--- src/rtl/knn_vote_if.sv ---
// Request/response bundle between the KNN control FSM and the majority-vote block.
// The master side issues start with the neighbour labels; the slave side returns the winning label.
interface knn_vote_if #(
   parameter int NBR_KNN    = 4,
   parameter int LABEL_BITS = 8
);
   localparam int CW = $clog2(NBR_KNN + 1);

   logic                          start;
   logic [NBR_KNN*LABEL_BITS-1:0] nn_labels;
   logic [CW-1:0]                 nbr_valid;
   logic                          busy;
   logic                          done;
   logic [LABEL_BITS-1:0]         label_out;
   logic [CW-1:0]                 votes_out;
   logic                          err;

   modport master (
      output start, nn_labels, nbr_valid,
      input  busy, done, label_out, votes_out, err
   );

   modport slave (
      input  start, nn_labels, nbr_valid,
      output busy, done, label_out, votes_out, err
   );
endinterface

--- src/rtl/knn_vote.sv ---
// Majority vote over the K nearest neighbour labels: histogram build, then a bin scan.
// Optional macro KNN_VOTE_TIE_NEAREST_EN: ties go to the label seen at the nearer neighbour.
module knn_vote #(
   parameter int NBR_KNN    = 4,
   parameter int LABEL_BITS = 8,
   parameter int NBR_LABELS = 4
) (
   input  logic        clk,
   input  logic        rst,
   knn_vote_if.slave   bus
);
   localparam int CW = $clog2(NBR_KNN + 1);
   localparam int IW = (NBR_KNN > 1) ? $clog2(NBR_KNN) : 1;
   localparam int SW = (NBR_LABELS > 1) ? $clog2(NBR_LABELS) : 1;

   typedef enum logic [1:0] {
      IDLE  = 2'd0,
      COUNT = 2'd1,
      SCAN  = 2'd2,
      DONE  = 2'd3
   } state_t;

   state_t state_q, state_nx;

   logic [LABEL_BITS-1:0] labels_q [NBR_KNN];
   logic [LABEL_BITS-1:0] labels_in [NBR_KNN];
   logic [CW-1:0]         n_q;
   logic [CW-1:0]         n_in;
   logic [CW-1:0]         j_q;
   logic [SW-1:0]         s_q;
   logic [CW-1:0]         hist_q [NBR_LABELS];
   logic                  err_flag_q;

   logic [SW-1:0]         best_label_q, best_label_nx;
   logic [CW-1:0]         best_cnt_q, best_cnt_nx;

`ifdef KNN_VOTE_TIE_NEAREST_EN
   logic [IW-1:0]         first_idx_q [NBR_LABELS];
   logic [IW-1:0]         best_first_q, best_first_nx;
`endif

   logic [LABEL_BITS-1:0] label_out_q;
   logic [CW-1:0]         votes_out_q;
   logic                  err_out_q;

   logic [LABEL_BITS-1:0] cur_label;
   logic                  cur_valid;
   logic [SW-1:0]         cur_bin;
   logic [CW-1:0]         bin_cnt;
   logic                  take;
   logic                  count_last;
   logic                  scan_last;

   always_comb begin
      for (int i = 0; i < NBR_KNN; i++) begin
         labels_in[i] = bus.nn_labels[i*LABEL_BITS +: LABEL_BITS];
      end
      n_in = (bus.nbr_valid > CW'(NBR_KNN)) ? CW'(NBR_KNN) : bus.nbr_valid;
   end

   always_comb begin
      cur_label  = labels_q[j_q[IW-1:0]];
      cur_valid  = (cur_label < LABEL_BITS'(NBR_LABELS));
      cur_bin    = cur_label[SW-1:0];
      count_last = (j_q == (n_q - CW'(1)));
      scan_last  = (s_q == SW'(NBR_LABELS - 1));
   end

   // Candidate for the running best; empty bins can never beat or tie into the lead.
   always_comb begin
      bin_cnt = hist_q[s_q];
      take    = (bin_cnt > best_cnt_q);
`ifdef KNN_VOTE_TIE_NEAREST_EN
      if ((bin_cnt != '0) && (bin_cnt == best_cnt_q) && (first_idx_q[s_q] < best_first_q)) begin
         take = 1'b1;
      end
      best_first_nx = take ? first_idx_q[s_q] : best_first_q;
`endif
      best_label_nx = take ? s_q     : best_label_q;
      best_cnt_nx   = take ? bin_cnt : best_cnt_q;
   end

   always_ff @(posedge clk or posedge rst) begin
      if (rst) begin
         state_q <= IDLE;
      end else begin
         state_q <= state_nx;
      end
   end

   always_comb begin
      state_nx = state_q;
      case (state_q)
         IDLE: begin
            if (bus.start) begin
               state_nx = (n_in == '0) ? SCAN : COUNT;
            end
         end
         COUNT: begin
            if (count_last) begin
               state_nx = SCAN;
            end
         end
         SCAN: begin
            if (scan_last) begin
               state_nx = DONE;
            end
         end
         DONE: begin
            state_nx = IDLE;
         end
         default: begin
            state_nx = IDLE;
         end
      endcase
   end

   always_ff @(posedge clk or posedge rst) begin
      if (rst) begin
         for (int i = 0; i < NBR_KNN; i++) begin
            labels_q[i] <= '0;
         end
         for (int l = 0; l < NBR_LABELS; l++) begin
            hist_q[l] <= '0;
`ifdef KNN_VOTE_TIE_NEAREST_EN
            first_idx_q[l] <= '0;
`endif
         end
`ifdef KNN_VOTE_TIE_NEAREST_EN
         best_first_q <= '0;
`endif
         n_q          <= '0;
         j_q          <= '0;
         s_q          <= '0;
         err_flag_q   <= 1'b0;
         best_label_q <= '0;
         best_cnt_q   <= '0;
         label_out_q  <= '0;
         votes_out_q  <= '0;
         err_out_q    <= 1'b0;
      end else begin
         case (state_q)
            IDLE: begin
               if (bus.start) begin
                  for (int i = 0; i < NBR_KNN; i++) begin
                     labels_q[i] <= labels_in[i];
                  end
                  for (int l = 0; l < NBR_LABELS; l++) begin
                     hist_q[l] <= '0;
`ifdef KNN_VOTE_TIE_NEAREST_EN
                     first_idx_q[l] <= '0;
`endif
                  end
`ifdef KNN_VOTE_TIE_NEAREST_EN
                  best_first_q <= '0;
`endif
                  n_q          <= n_in;
                  j_q          <= '0;
                  s_q          <= '0;
                  err_flag_q   <= 1'b0;
                  best_label_q <= '0;
                  best_cnt_q   <= '0;
               end
            end
            COUNT: begin
               if (cur_valid) begin
                  hist_q[cur_bin] <= hist_q[cur_bin] + CW'(1);
`ifdef KNN_VOTE_TIE_NEAREST_EN
                  if (hist_q[cur_bin] == '0) begin
                     first_idx_q[cur_bin] <= j_q[IW-1:0];
                  end
`endif
               end else begin
                  err_flag_q <= 1'b1;
               end
               j_q <= j_q + CW'(1);
            end
            SCAN: begin
               best_label_q <= best_label_nx;
               best_cnt_q   <= best_cnt_nx;
`ifdef KNN_VOTE_TIE_NEAREST_EN
               best_first_q <= best_first_nx;
`endif
               s_q <= s_q + SW'(1);
               // Results land on the same edge that enters DONE so they are valid with the pulse.
               if (scan_last) begin
                  label_out_q <= LABEL_BITS'(best_label_nx);
                  votes_out_q <= best_cnt_nx;
                  err_out_q   <= err_flag_q;
               end
            end
            default: begin
            end
         endcase
      end
   end

   assign bus.busy      = (state_q == COUNT) || (state_q == SCAN);
   assign bus.done      = (state_q == DONE);
   assign bus.label_out = label_out_q;
   assign bus.votes_out = votes_out_q;
   assign bus.err       = err_out_q;

endmodule

--- src/flat_wrapper.sv ---
// flat-port wrapper written by rule: the top's interface ports become plain ports
module knn_vote_flat 
#(
   parameter int NBR_KNN    = 4,
   parameter int LABEL_BITS = 8,
   parameter int NBR_LABELS = 4
)
  (clk, rst, bus_start, bus_nn_labels, bus_nbr_valid, bus_busy, bus_done, bus_label_out, bus_votes_out, bus_err);
  knn_vote_if #(.NBR_KNN(NBR_KNN), .LABEL_BITS(LABEL_BITS)) bus_i ();
  input  logic clk;
  input  logic rst;
  input wire logic [$bits(bus_i.start)-1:0] bus_start;
  input wire logic [$bits(bus_i.nn_labels)-1:0] bus_nn_labels;
  input wire logic [$bits(bus_i.nbr_valid)-1:0] bus_nbr_valid;
  output wire logic [$bits(bus_i.busy)-1:0] bus_busy;
  output wire logic [$bits(bus_i.done)-1:0] bus_done;
  output wire logic [$bits(bus_i.label_out)-1:0] bus_label_out;
  output wire logic [$bits(bus_i.votes_out)-1:0] bus_votes_out;
  output wire logic [$bits(bus_i.err)-1:0] bus_err;
  assign bus_i.start = bus_start;
  assign bus_i.nn_labels = bus_nn_labels;
  assign bus_i.nbr_valid = bus_nbr_valid;
  assign bus_busy = bus_i.busy;
  assign bus_done = bus_i.done;
  assign bus_label_out = bus_i.label_out;
  assign bus_votes_out = bus_i.votes_out;
  assign bus_err = bus_i.err;
  knn_vote #(.NBR_KNN(NBR_KNN), .LABEL_BITS(LABEL_BITS), .NBR_LABELS(NBR_LABELS)) u_core (.clk(clk), .rst(rst), .bus(bus_i));
endmodule
--- config.mk ---
export PLATFORM = sky130hd
export DESIGN_NAME = knn_vote_flat
export DESIGN_NICKNAME = d
export VERILOG_FILES = /design/src/rtl/knn_vote_if.sv /design/src/rtl/knn_vote.sv /design/src/flat_wrapper.sv
export SDC_FILE = /design/constraint.sdc
export NUM_CORES = 1
export LEC_CHECK = 0
export CORE_AREA = 8 8 114 116
export CTS_BUF_LIST = sky130_fd_sc_hd__clkbuf_16
export CTS_CLUSTER_DIAMETER = 40
export DETAILED_ROUTE_END_ITERATION = 8
export DIE_AREA = 0 0 122 124
export SETUP_SLACK_MARGIN = 0.3
export SYNTH_ARGS = -nofsm -noshare
export SYNTH_HDL_FRONTEND = slang
export SYNTH_SLANG_ARGS = --single-unit
export TNS_END_PERCENT = 50
--- constraint.sdc ---
create_clock -name clk -period 2.4 [get_ports clk]
set_input_delay 0.24 -clock clk [delete_from_list [all_inputs] [get_ports clk]]
set_output_delay 0.24 -clock clk [all_outputs]
set_load 0.05 [all_outputs]
# Word-level counts from Yosys, hierarchy flattened
# Index checks and enable logic that the tools add are counted.
# op_classes
n_bitwise,3
n_addsub,4
eq_ne,10
order_cmp,7
n_reduce_logical,13
muxes,32
# ops
cell,n
$mux 12,2
$mux 3,8
$pmux 12 s2,1
$bmux 8 s2,1
$mux 8,2
$bmux 3 s2,2
$bwmux 12,1
$mux 2,6
$pmux 3 s2,2
$ge 3x3->1 const B,3
$not 2->3,3
$reduce_and 3->1,3
$lt 8x3->1 const B,1
$pmux 2 s2,2
$pmux 2 s4,1
$reduce_and 2->1,4
$add 3x1->3 const B,2
$demux 3 s2,1
$eq 2x2->1 const B,3
$ne 2x1->1 const B,3
$ne 2x2->1 const B,2
$reduce_bool 2->1,2
$eq 3x3->1,1
$gt 3x3->1,1
other kinds (11),12
# word_totals
ff_bits,66
out_inout_bits,14
wordCells,87
inputBits,38

# Depth between registers and ports, before layout
# Gate-level depths: netlist (run 1).
# depth
depth_word,12
mapped_depth,10
ltp_nobuf,8

# Least setup slack after synthesis (run 1)
# OpenSTA, ideal clock, no wires.
# synth_path
path_type,register to register
start,register u_core.s_q[0]
end,register u_core.best_cnt_q[0]
period_less_slack_ns,2.527
path_buffers,2
required_ns,2.271
arrival_ns,2.398
slack_ns,-0.127
path_stages_with_launch,10
setup_ns,0.129
path_cell_list,dfrtp_1 clkbuf_1 mux4_2 ha_1 nor2b_1 o21a_1 o21a_1 clkbuf_1 mux2i_1 o21ai_0
# synth_between
elab_chain_len,7
# synth_rtl
item,line,source
from (decl),knn_vote.sv:30,logic [SW-1:0] s_q;
from (signal assigned),knn_vote.sv:184,s_q <= s_q + SW'(1);
$not 2->3 (not written as such) (*),knn_vote.sv:71,bin_cnt = hist_q[s_q];
$bmux 3 s2 (*),knn_vote.sv:71,
$mux 3 (not written as such) (*) (2 in series),knn_vote.sv:71,
$gt 3x3->1,knn_vote.sv:72,take = (bin_cnt > best_cnt_q);
$mux 3 (*),knn_vote.sv:80,best_cnt_nx = take ? bin_cnt : best_cnt_q;
$pmux 3 s2 (*),knn_vote.sv:142,case (state_q)
to (signal assigned),knn_vote.sv:180,best_cnt_q <= best_cnt_nx;
to (decl),knn_vote.sv:35,"logic [CW-1:0] best_cnt_q, best_cnt_nx;"
# Every way passes the cells marked *; elsewhere a longest branch is shown, timed or not. The select of a mux whose other input is x is not followed.
# A chain may end at the register's enable or synchronous reset.

# Worst setup path in the final report (run 1)
# layout_path
start,register u_core.j_q[0]
end,register u_core.hist_q[5] (netlist bit)
# layout_between
elab_chain_len,12
word_cells_on_any_way,20
# layout_rtl
item,line,source
from (decl),knn_vote.sv:29,logic [CW-1:0] j_q;
from (signal assigned),knn_vote.sv:176,j_q <= j_q + CW'(1);
$not 2->3 (not written as such) (*),knn_vote.sv:62,cur_label = labels_q[j_q[IW-1:0]];
$bmux 8 s2 (*),knn_vote.sv:62,
$mux 8 (not written as such) (*) (2 in series),knn_vote.sv:62,
$not 2->3 (not written as such),knn_vote.sv:167,hist_q[cur_bin] <= hist_q[cur_bin] + CW'(1);
"$bmux 3 s2, or another cell as far along",knn_vote.sv:167,
$mux 3 (not written as such) or $logic_and 1x1->1 (tied branches),knn_vote.sv:167,
$mux 3 (not written as such),knn_vote.sv:167,
$add 3x1->3 or $demux 3 s2 (tied branches),knn_vote.sv:167,
$bwmux 12,knn_vote.sv:167,
$mux 12,knn_vote.sv:166,if (cur_valid) begin
$pmux 12 s2,knn_vote.sv:142,
"to (signal, indexed assignment)",knn_vote.sv:167,
to (decl),knn_vote.sv:31,logic [CW-1:0] hist_q [NBR_LABELS];
# Marks and branches as above.

==> results of run 1 <==
[timing repair]
item / in CTS / in global routing
endpoints found under the setup margin: 22 / 23
setup buffers: 2 / 5
hold buffers: 0 / 0
resized for setup: 12 / 17
pin swaps: 4 / 20
[flip-flops by register name, indices dropped and copies added (netlist names)]
signal and count:
u_core.labels_q 32, u_core.hist_q 12, u_core.best_cnt_q 3, u_core.bus.votes_out 3, u_core.j_q 3, u_core.n_q 3
u_core.best_label_q 2, u_core.bus.label_out 2, u_core.s_q 2, u_core.state_q 2, u_core.bus.err 1, u_core.err_flag_q 1
[cells in the final DEF, fill, tap and decap left out, types with 3 or more instances in the layout]
| cell type | count |
|---|---|
| dfrtp_1 | 66 |
| buf_4 | 12 |
| mux2i_1 | 19 |
| buf_6 | 4 |
| clkdlybuf4s50_1 | 44 |
| nand4_1 | 4 |
| inv_1 | 14 |
| xnor2_1 | 4 |
| mux2_2 | 36 |
| nand3_1 | 3 |
| nand2_1 | 27 |
| nor4_1 | 4 |
| clkinvlp_4 | 3 |
| nor2_1 | 8 |
| nor3_1 | 5 |
| ha_4 | 4 |
| mux4_2 | 7 |
| o21ai_1 | 7 |
| conb_1 | 6 |
| o21ai_0 | 5 |
| ha_1 | 7 |
| a21oi_1 | 7 |
| clkbuf_16 | 9 |
| a22o_1 | 3 |
[power groups by stage]
stage	combinational [W]	sequential, W	clock (W)
2_1_floorplan	0.00151	0.00187	0
5_1_grt	0.00240	0.00187	0.00130
4_1_cts	0.00211	0.00181	0.00124
6_report	0.00217	0.00181	0.00121
3_5_place_dp	0.00205	0.00183	0
3_3_place_gp	0.00201	0.00182	0
[worst paths after layout]
kind	start	end	cells past startpoint
max reg2reg	u_core.j_q[0]$_DFFE_PP0P_	u_core.hist_q[5]$_DFFE_PP0P_	8
max	u_core.j_q[0]$_DFFE_PP0P_	u_core.hist_q[5]$_DFFE_PP0P_	8
min in group clk	u_core.labels_q[4]$_DFFE_PP0P_	u_core.labels_q[4]$_DFFE_PP0P_	1
min	rst	u_core.labels_q[30]$_DFFE_PP0P_	2
max in group asynchronous	rst	u_core.best_label_q[0]$_DFFE_PP0P_	3
min reg2reg	u_core.labels_q[4]$_DFFE_PP0P_	u_core.labels_q[4]$_DFFE_PP0P_	1
[routing by layer]
| metal | vias up | track usage (%) |
|---|---|---|
| met2 | 59 | 15.3 |
| met3 | 11 | 4.40 |
| met4 | 0 | 3.47 |
| met1 | 1101 | 12.5 |
| met5 | - | 0 |
| li1 | 1093 | - |
[cell families (layout without fill, tap and decap cells)]
kind of cell	count (synthesis)	in the layout	synth area share, %
flops	66	66	50.2
mux	64	64	23.6
simple gates	62	62	8.76
buf+inv	34	94	5.06
compound gates	33	33	6.55
fa+ha+maj	12	12	4.57
xor+xnor	4	4	1.07
other cells	1	6	0.114
[final cells by class]
type / count / area [µm²] / area share (%)
Clock buffer: 9 / 225 / 5.14
Clock inverter: 7 / 53.8 / 1.23
Inverter: 16 / 60.1 / 1.37
Multi-Input combinational cell: 181 / 1600 / 36.6
Sequential cell: 66 / 1650 / 37.7
Tap cell: 143 / 179 / 4.08
Timing Repair Buffer: 62 / 608 / 13.9
[through the flow]
stage                     hold slack, ps  cell area (µm²)  setup TNS [ps]  cells  util [%]
after floorplan                      388             3340               0    281         -
after global placement               477             3930               0    461      35.1
after detailed placement             493             3930               0    461      35.1
after CTS                            279             4280               0    479      38.3
after global routing                 300             4380            -439    484      39.2
final                                262             4380               0    484      39.2
==> results.md, run 1 <==
* Syn Inst Count at 276
* Comb pwr share at 41.9%
* Die W at 122 µm
* Worst setup EP type: register
* Starting DRC count in detailed routing at 66
* NumNets Final at 386
* Num rows at 39
* Antenna diodes at 0
* H-tree levels at 3
* RSZ-0062 raised after global routing: yes
* Num CTS Buffers at 9
* Part of the power in registers at 34.8%
* R2R Setup Slk at 10 ps
* Slew margin rel. at 64.7%
* Post-synth EDFFs at 0
* Synth cell types at 36
* Synth Flop Type: dfrtp_1
* Worst setup margin at 11.0 ps
* Peak supply drop at 0.612 mV
* Post-Syn Area at 0.00329 mm²
* List of most frequent post-synthesis cells: 66 x dfrtp_1, 36 x mux2_2, 29 x nand2_1
* Post-route DRC at 0
* Sequential area share after synthesis at 50.2%
* Total track usage at 10.0%
* Clock share of power at 23.3%
* Worst Clk Skew at 6.94 ps
* Yosys top cell area share at 50.2%
* Switch Pwr at 0.00188 W
* Int Pwr at 0.00331 W
* CTS Root Cell: clkbuf_16
* WL/cell at 14.8 µm
* Vias in the first global route at 2378
* Clock-pin slew on the worst setup and hold paths at 60 ps
* Mapped Avg Cell Area at 11.9 µm²
* Pre-Repair DR Iteration Count at 4
* CTS tree: yes
* Status: completed
* CP top delay family: multiplexers
* Worst EP required at 2610 ps
* Die Y at 124 µm
* Final Power at 0.00519 W
* Slew Viols, Final at 0
* Flops & latches, synth at 66
* CP Max Fanout at 4
* Top sig layer: met4
* Worst Path Buf+Inv at 0
* Post-synth ARST share at 100%
* Post-route ant nets at 0
* Synth top area cells: dfrtp_1 50%, mux2_2 12%, mux2i_1 6.4%, ha_1 4.6%, mux4_2 4.1%
* Die area at 0.0151 mm²
* PwrDens at 1180 mW/mm²
* WP data arrival at 2600 ps
* First-pass GRT wire length at 12000 µm
* Crit-path slowest cell: mux4_2
* Worst Max-Slew Pin Slew at 526 ps
* Num Clock Sinks at 66
* Critical path's largest stage delay at 570 ps
* HP Class: input port to asynchronous set/reset pin
* Vias at 2264
* Initial Util at 29.4%
* Via density at 4.68
* Routed wire length on met3 at 511 µm
* Clock Tree Buf Depth at 2
* Fillcell total at 1069
* WL met1 at 3290 µm
* # IOs at 52
* Port Buffer Count at 45
* Yosys warns at 0
* Endpoints failing setup at 0
* Worst skew pair latency at 330 ps
* Fmax at 419 MHz
* Met2 wire length at 3270 µm
* Period minus WS final at 2390 ps
* Leak at 1.90 nW
* Routability cong. at 0.795
* Post-DP HPWL at 5170 µm
* Proportion of layout cells with a drive suffix above 1 at 27.9%
* Largest area contributor in the netlist: dfrtp_1
* Count leader, synth: dfrtp_1
* Area Growth Syn to Fin at 33.3%
* Worst path cell trace: mux4_2, mux4_2, ha_4, nand2_2, nor2_2, mux2i_1, o311a_1, mux2i_1
* Startpoint types: register
* Core ar. at 0.0112 mm²
* Fin crit share at 99.5%
* Sw frac at 36.2%
* Pre-CTS setup slack at 48.4 ps
* Final hold vios at 0
* WS Path Type: register to register
* Max Cap Viol at 0
* Largest net degree at the start of global routing at 45
* Grt ovf at 0
* Final wirelength at 7160 µm
* Initial antenna violation count at 0
No activity file was read; power rests on OpenSTA's default activity.
==> run 2, diff against run 1 <==
Settings changed: CORE_AREA 8 8 114 116 to 8 8 92 94, DIE_AREA 0 0 122 124 to 0 0 100 102, PLACE_DENSITY from default to 0.74.
==> results.md, run 2 (synthesis gave the netlist of run 1 again) <==
* Clock-pin slew on the worst setup and hold paths at 60 ps (about the same)
* Period minus WS final at 2310 ps (-78.5 ps)
* H-tree levels at 3 (unchanged)
* Post-Route Utilization at 61.2% (+22 points)
* CTS Root Cell: clkbuf_16
* Pre-CTS setup slack at 34.5 ps (-13.8 ps)
* Fmax at 433 MHz (+3.4%)
* PwrDens at 1210 mW/mm² (+2.2%)
* WL/cell at 15.5 µm (+4.8%)
* Initial antenna violation count at 0 (unchanged)
* Worst R2R Path Depth at 8 (unchanged)
* Antenna diodes at 0 (unchanged)
* Fillcell total at 583 (-45%)
* Peak supply drop at 0.595 mV (-2.7%)
* Worst setup margin at 89.5 ps (+78.5 ps)
* Final wirelength at 6790 µm (-5.2%)
* Total track usage at 14.2% (+4.2 points)
* RSZ-0062 raised after global routing: yes
* Post-route DRC at 0 (unchanged)
* Port Buffer Count at 45 (unchanged)
* Largest net degree at the start of global routing at 67 (+49%)
* Final hold vios at 0 (unchanged)
* Proportion of layout cells with a drive suffix above 1 at 28.0% (+0.16 points)
* Starting DRC count in detailed routing at 91 (+38%)
* Worst Clk Skew at 4.78 ps (-2.16 ps)
* Routability cong. at 0.869 (+9.3%)
* Vias in the first global route at 2390 (+0.50%)
* Critical path's largest stage delay at 570 ps (about the same)
* # IOs at 52 (unchanged)
* Max Cap Viol at 0 (unchanged)
* CTS tree: yes
* Worst path cell trace: mux4_2, mux4_2, ha_4, nand2_4, nor2_2, mux2i_1, o311a_1, mux2i_1
* Endpoints failing setup at 0 (unchanged)
* Most frequent cells in the layout: 66 x dfrtp_1, 44 x clkdlybuf4s50_1, 36 x mux2_2
* Area Growth Syn to Fin at 31.5%
* Worst setup EP type: register
* Worst EP required at 2600 ps (about the same)
* Post-DP HPWL at 4880 µm (-5.7%)
* Pre-Repair DR Iteration Count at 4 (unchanged)
* CP Max Fanout at 4 (unchanged)
* Die Y at 102 µm (-18%)
* WS Path Type: register to register
* WP data arrival at 2510 ps (-90 ps)
* Crit-path slowest cell: mux4_2
* Slew Viols, Final at 0 (unchanged)
* Post-route ant nets at 0 (unchanged)
* Vias at 2285 (+0.93%)
* Status: completed
* Initial Util at 46.6% (+17 points)
* Die area at 0.0102 mm² (-33%)
* Worst skew pair latency at 320 ps (about the same)
* Top flop regs: u_core.labels_q: 32 flops, u_core.hist_q: 12 flops
* Num rows at 31 (-21%)
* Slew margin rel. at 62.4% (-2.3 points)
* Leak at 1.91 nW (+0.70%)
* Max FFs per register at 32 (unchanged)
* Via density at 5.22 (+12%)
* Largest Register: u_core.labels_q
* Num Clock Sinks at 66 (unchanged)
* Clock Tree Buf Depth at 2 (unchanged)
* Startpoint types: register
* Core ar. at 0.00706 mm² (-37%)
* Commonest non-fill, non-tap cell in the layout: dfrtp_1
* Die W at 100 µm (-18%)
* Fin crit share at 96.3% (-3.3 points)
* HP Class: input port to asynchronous set/reset pin
* Num CTS Buffers at 9 (unchanged)
* Worst Max-Slew Pin Slew at 561 ps (+34.9 ps)
* NumNets Final at 384 (-0.52%)
* Grt ovf at 0 (unchanged)
* First-pass GRT wire length at 11500 µm (-4.2%)
[run 2: cell types whose count changed in the layout (fill, tap and decap cells not counted), sizes merged]
cell      delta
buf          -2
clkinvlp     -2
inv          -1
bufinv       +1
clkinv       +2
[run 2: cell type report]
type / instances / area, µm² / area share (%)
Clock inverter: 7 / 70.1 / 1.62
Tap cell: 99 / 124 / 2.87
Multi-Input combinational cell: 181 / 1600 / 37.0
Clock buffer: 9 / 225 / 5.21
Timing Repair Buffer: 60 / 593 / 13.7
Sequential cell: 66 / 1650 / 38.2
Inverter: 16 / 60.1 / 1.39
[run 2: metrics by stage]
stage	TNS [ps]	total power, W	instance area, µm²	hold WS, ps	std cells
global placement	0	0.00380	3860	473	416
CTS	0	0.00522	4240	322	435
finish	0	0.00523	4320	303	438
global route	-276	0.00556	4320	346	438
floorplan	0	0.00338	3340	388	281
detailed placement	0	0.00387	3860	489	416
[run 2: path summary, 6_finish.rpt]
check,start,end,slack [ps]
max reg2reg,u_core.j_q[0]$_DFFE_PP0P_,u_core.hist_q[2]$_DFFE_PP0P_,90
max,u_core.j_q[0]$_DFFE_PP0P_,u_core.hist_q[2]$_DFFE_PP0P_,90
min reg2reg,u_core.n_q[1]$_DFFE_PP0P_,u_core.n_q[1]$_DFFE_PP0P_,490
min,rst,u_core.hist_q[3]$_DFFE_PP0P_,300
max in group asynchronous,rst,u_core.bus.err$_DFFE_PP0P_,1810
min in group clk,u_core.n_q[1]$_DFFE_PP0P_,u_core.n_q[1]$_DFFE_PP0P_,490
[run 2: worst max-delay path: cells and delay by family (launching register included)]
family / cells / cell delay (ps)
AO/OA/AOI/OAI: 1 / 250
multiplexers: 4 / 1280
AND/OR/NAND/NOR: 2 / 100
adder cells (fa/ha/maj): 1 / 200
flip-flops: 1 / 380
[run 2: metal layers]
layer	vias up	wire length, µm	track usage [%]
met5	-	0	0
met4	0	138	5.70
met3	14	384	4.16
met2	54	3140	21.5
met1	1130	3130	18.6
li1	1087	-	-
[run 2: what timing repair did]
item                                    in CTS  in global routing
pin swaps                                    6                 17
endpoints found under the setup margin      23                 23
buffers inserted                             3                  3
hold buffers                                 0                  0
resized for setup                           15                 15
hold endpoints to repair                     0                  0
[run 2: report_power, final]
part | internal, W | switching [W]
registers | 0.00155 | 0.000266
clock network | 0.000801 | 0.000476
logic | 0.00104 | 0.00110
==> run 3, diff against run 2 <==
Settings changed: CAP_MARGIN from default to 20, GPL_TIMING_DRIVEN from default to 0.
==> results.md, run 3 (synthesis gave the netlist of run 1 again) <==
* Switch Pwr at 0.00193 W (+4.7%)
* Setup TNS at -665 ps (-665 ps)
* NumNets Final at 403 (+4.9%)
* Endpoints failing setup at 10 (+10)
* PwrDens at 1220 mW/mm² (+0.43%)
* Antenna diodes at 0 (unchanged)
* WL/cell at 15.5 µm (+0.20%)
* RSZ-0062 raised after global routing: yes
* Vias at 2358 (+3.2%)
* Status: finished, violations left
* Worst setup margin at -117 ps (-207 ps)
* Num CTS Buffers at 9 (unchanged)
* First-pass GRT wire length at 11800 µm (+2.5%)
* Starting DRC count in detailed routing at 140 (+54%)
* Fin crit share at 105% (+8.6 points)
* Slew Viols, Final at 0 (unchanged)
* Most frequent cells in the layout: 66 x dfrtp_1, 44 x clkdlybuf4s50_1, 36 x mux2_2
* Startpoint types: register
* Worst skew pair latency at 330 ps (about the same)
* Clock-pin slew on the worst setup and hold paths at 60 ps (about the same)
* WP data arrival at 2730 ps (+220 ps)
* Fillcell total at 563 (-3.4%)
* Failing checks: negative setup slack
* Beginning of the critical path: u_core.j_q[0]$_DFFE_PP0P_
* # IOs at 52 (unchanged)
* Initial antenna violation count at 0 (unchanged)
* Top flop regs: u_core.labels_q: 32 flops, u_core.hist_q: 12 flops
* Worst Clk Skew at 4.15 ps (-0.627 ps)
* Final wirelength at 7100 µm (+4.5%)
* H-tree levels at 3 (unchanged)
* Worst setup EP type: register
* Sw frac at 35.6% (+0.29 points)
* Post-cts hold buffer count at 0 (unchanged)
* Pre-Repair DR Iteration Count at 4 (unchanged)
* Die Y at 102 µm (unchanged)
* Worst EP required at 2610 ps (about the same)
* Vias in the first global route at 2515 (+5.2%)
* Slew margin rel. at 55.9% (-6.5 points)
* Proportion of layout cells with a drive suffix above 1 at 29.9% (+1.9 points)
* Port Buffer Count at 45 (unchanged)
* Total track usage at 14.8% (+0.62 points)
* Pre-CTS setup slack at -199 ps (-234 ps)
* Max FFs per register at 32 (unchanged)
* Clock share of power at 23.9% (-0.5 points)
* Routability cong. at 0.762 (-12%)
* Worst Max-Slew Pin Slew at 660 ps (+99.8 ps)
* HP Class: input port to asynchronous set/reset pin
* Fin area at 0.00447 mm² (+3.4%)
* Grt ovf at 0 (unchanged)
* CTS tree: yes
* Period minus WS final at 2520 ps (+207 ps)
* CP Max Fanout at 4 (unchanged)
* WS Path Type: register to register
* Leak at 1.98 nW (+3.5%)
* Die W at 100 µm (unchanged)
* Via density at 5.16 (-1.1%)
* Core ar. at 0.00706 mm² (unchanged)
* Clock Tree Buf Depth at 2 (unchanged)
* Multi-input gate area at 0.00162 mm² (+1.2%)
* Post-DP HPWL at 4910 µm (+0.69%)
* Post-route ant nets at 0 (unchanged)
* Max Cap Viol at 0 (unchanged)
* Worst r2r src: u_core.j_q[0]$_DFFE_PP0P_
* Final Power at 0.00543 W (+3.9%)
* Part of the power in registers at 33.5% (-1.2 points)
* Final hold vios at 0 (unchanged)
* CTS Root Cell: clkbuf_16
* Fmax at 397 MHz (-8.2%)
* Int Pwr at 0.00350 W (+3.4%)
* Commonest non-fill, non-tap cell in the layout: dfrtp_1
* Post-route DRC at 0 (unchanged)
* Num rows at 31 (unchanged)
* Largest Register: u_core.labels_q
* Peak supply drop at 0.670 mV (+13%)
* Area Growth Syn to Fin at 36.0%
* Largest net degree at the start of global routing at 37 (-45%)
* Reg area at 0.00165 mm² (unchanged)
* Die area at 0.0102 mm² (unchanged)
* Initial Util at 46.6% (unchanged)
* Num Clock Sinks at 66 (unchanged)
* Post-DP Area at 0.00393 mm² (+1.7%)
* Post-Route Utilization at 63.3% (+2.1 points)
* Comb pwr share at 42.6% (+1.7 points)
run 3: path summary, 6_finish.rpt:
kind | endpoint | slack (ps) | depth (start not counted)
hold reg to reg | u_core.n_q[1]$_DFFE_PP0P_ | 480 | 2
min in group clk | u_core.n_q[1]$_DFFE_PP0P_ | 480 | 2
max in group asynchronous | u_core.j_q[1]$_DFFE_PP0P_ | 1450 | 3
setup reg to reg | u_core.hist_q[2]$_DFFE_PP0P_ | -120 | 10
hold / removal | u_core.labels_q[30]$_DFFE_PP0P_ | 330 | 2
setup / recovery | u_core.hist_q[2]$_DFFE_PP0P_ | -120 | 10
run 3: metal layers:
layer | share of wire (%) | vias up | routed length (µm) | global-route usage, %
met2 | 49 | 72 | 3470 | 24.0
met1 | 44 | 1157 | 3130 | 17.5
met3 | 5.3 | 9 | 377 | 4.84
met5 | 0 | - | 0 | 0
met4 | 1.7 | 0 | 122 | 7.09
li1 | - | 1120 | - | -
run 3: cell type report:
class	instances	area share (%)
Buffer	18	3.05
Clock buffer	9	5.04
Clock inverter	7	1.60
Inverter	16	1.34
Multi-Input combinational cell	181	36.2
Sequential cell	66	36.9
Tap cell	99	2.77
Timing Repair Buffer	61	13.1
run 3: critical path, cell delays in order (launching register included):
cell and delay [ps]:
dfrtp_1 350, buf_6 120, mux4_2 500, buf_6 150
mux4_2 470, ha_4 190, nand2_2 70, nor2_1 40
mux2i_1 140, o311a_1 270, mux2i_1 100
run 3: timing repair:
item,in CTS,in global routing
buffers inserted,12,3
endpoints found under the setup margin,41,35
pin swaps,9,9
resized for setup,18,16
run 3: metrics by stage:
step | cells | hold WS, ps
3_3_place_gp | 425 | 474
4_1_cts | 454 | 342
3_5_place_dp | 426 | 474
2_1_floorplan | 281 | 388
6_report | 457 | 328
5_1_grt | 457 | 381
run 3: power groups by stage:
| stage | logic, W | registers, W | clock network (W) |
|---|---|---|---|
| floorplan | 0.00151 | 0.00187 | 0 |
| global placement | 0.00200 | 0.00181 | 0 |
| detailed placement | 0.00206 | 0.00183 | 0 |
| CTS | 0.00223 | 0.00181 | 0.00132 |
| global route | 0.00253 | 0.00187 | 0.00137 |
| finish | 0.00232 | 0.00182 | 0.00130 |
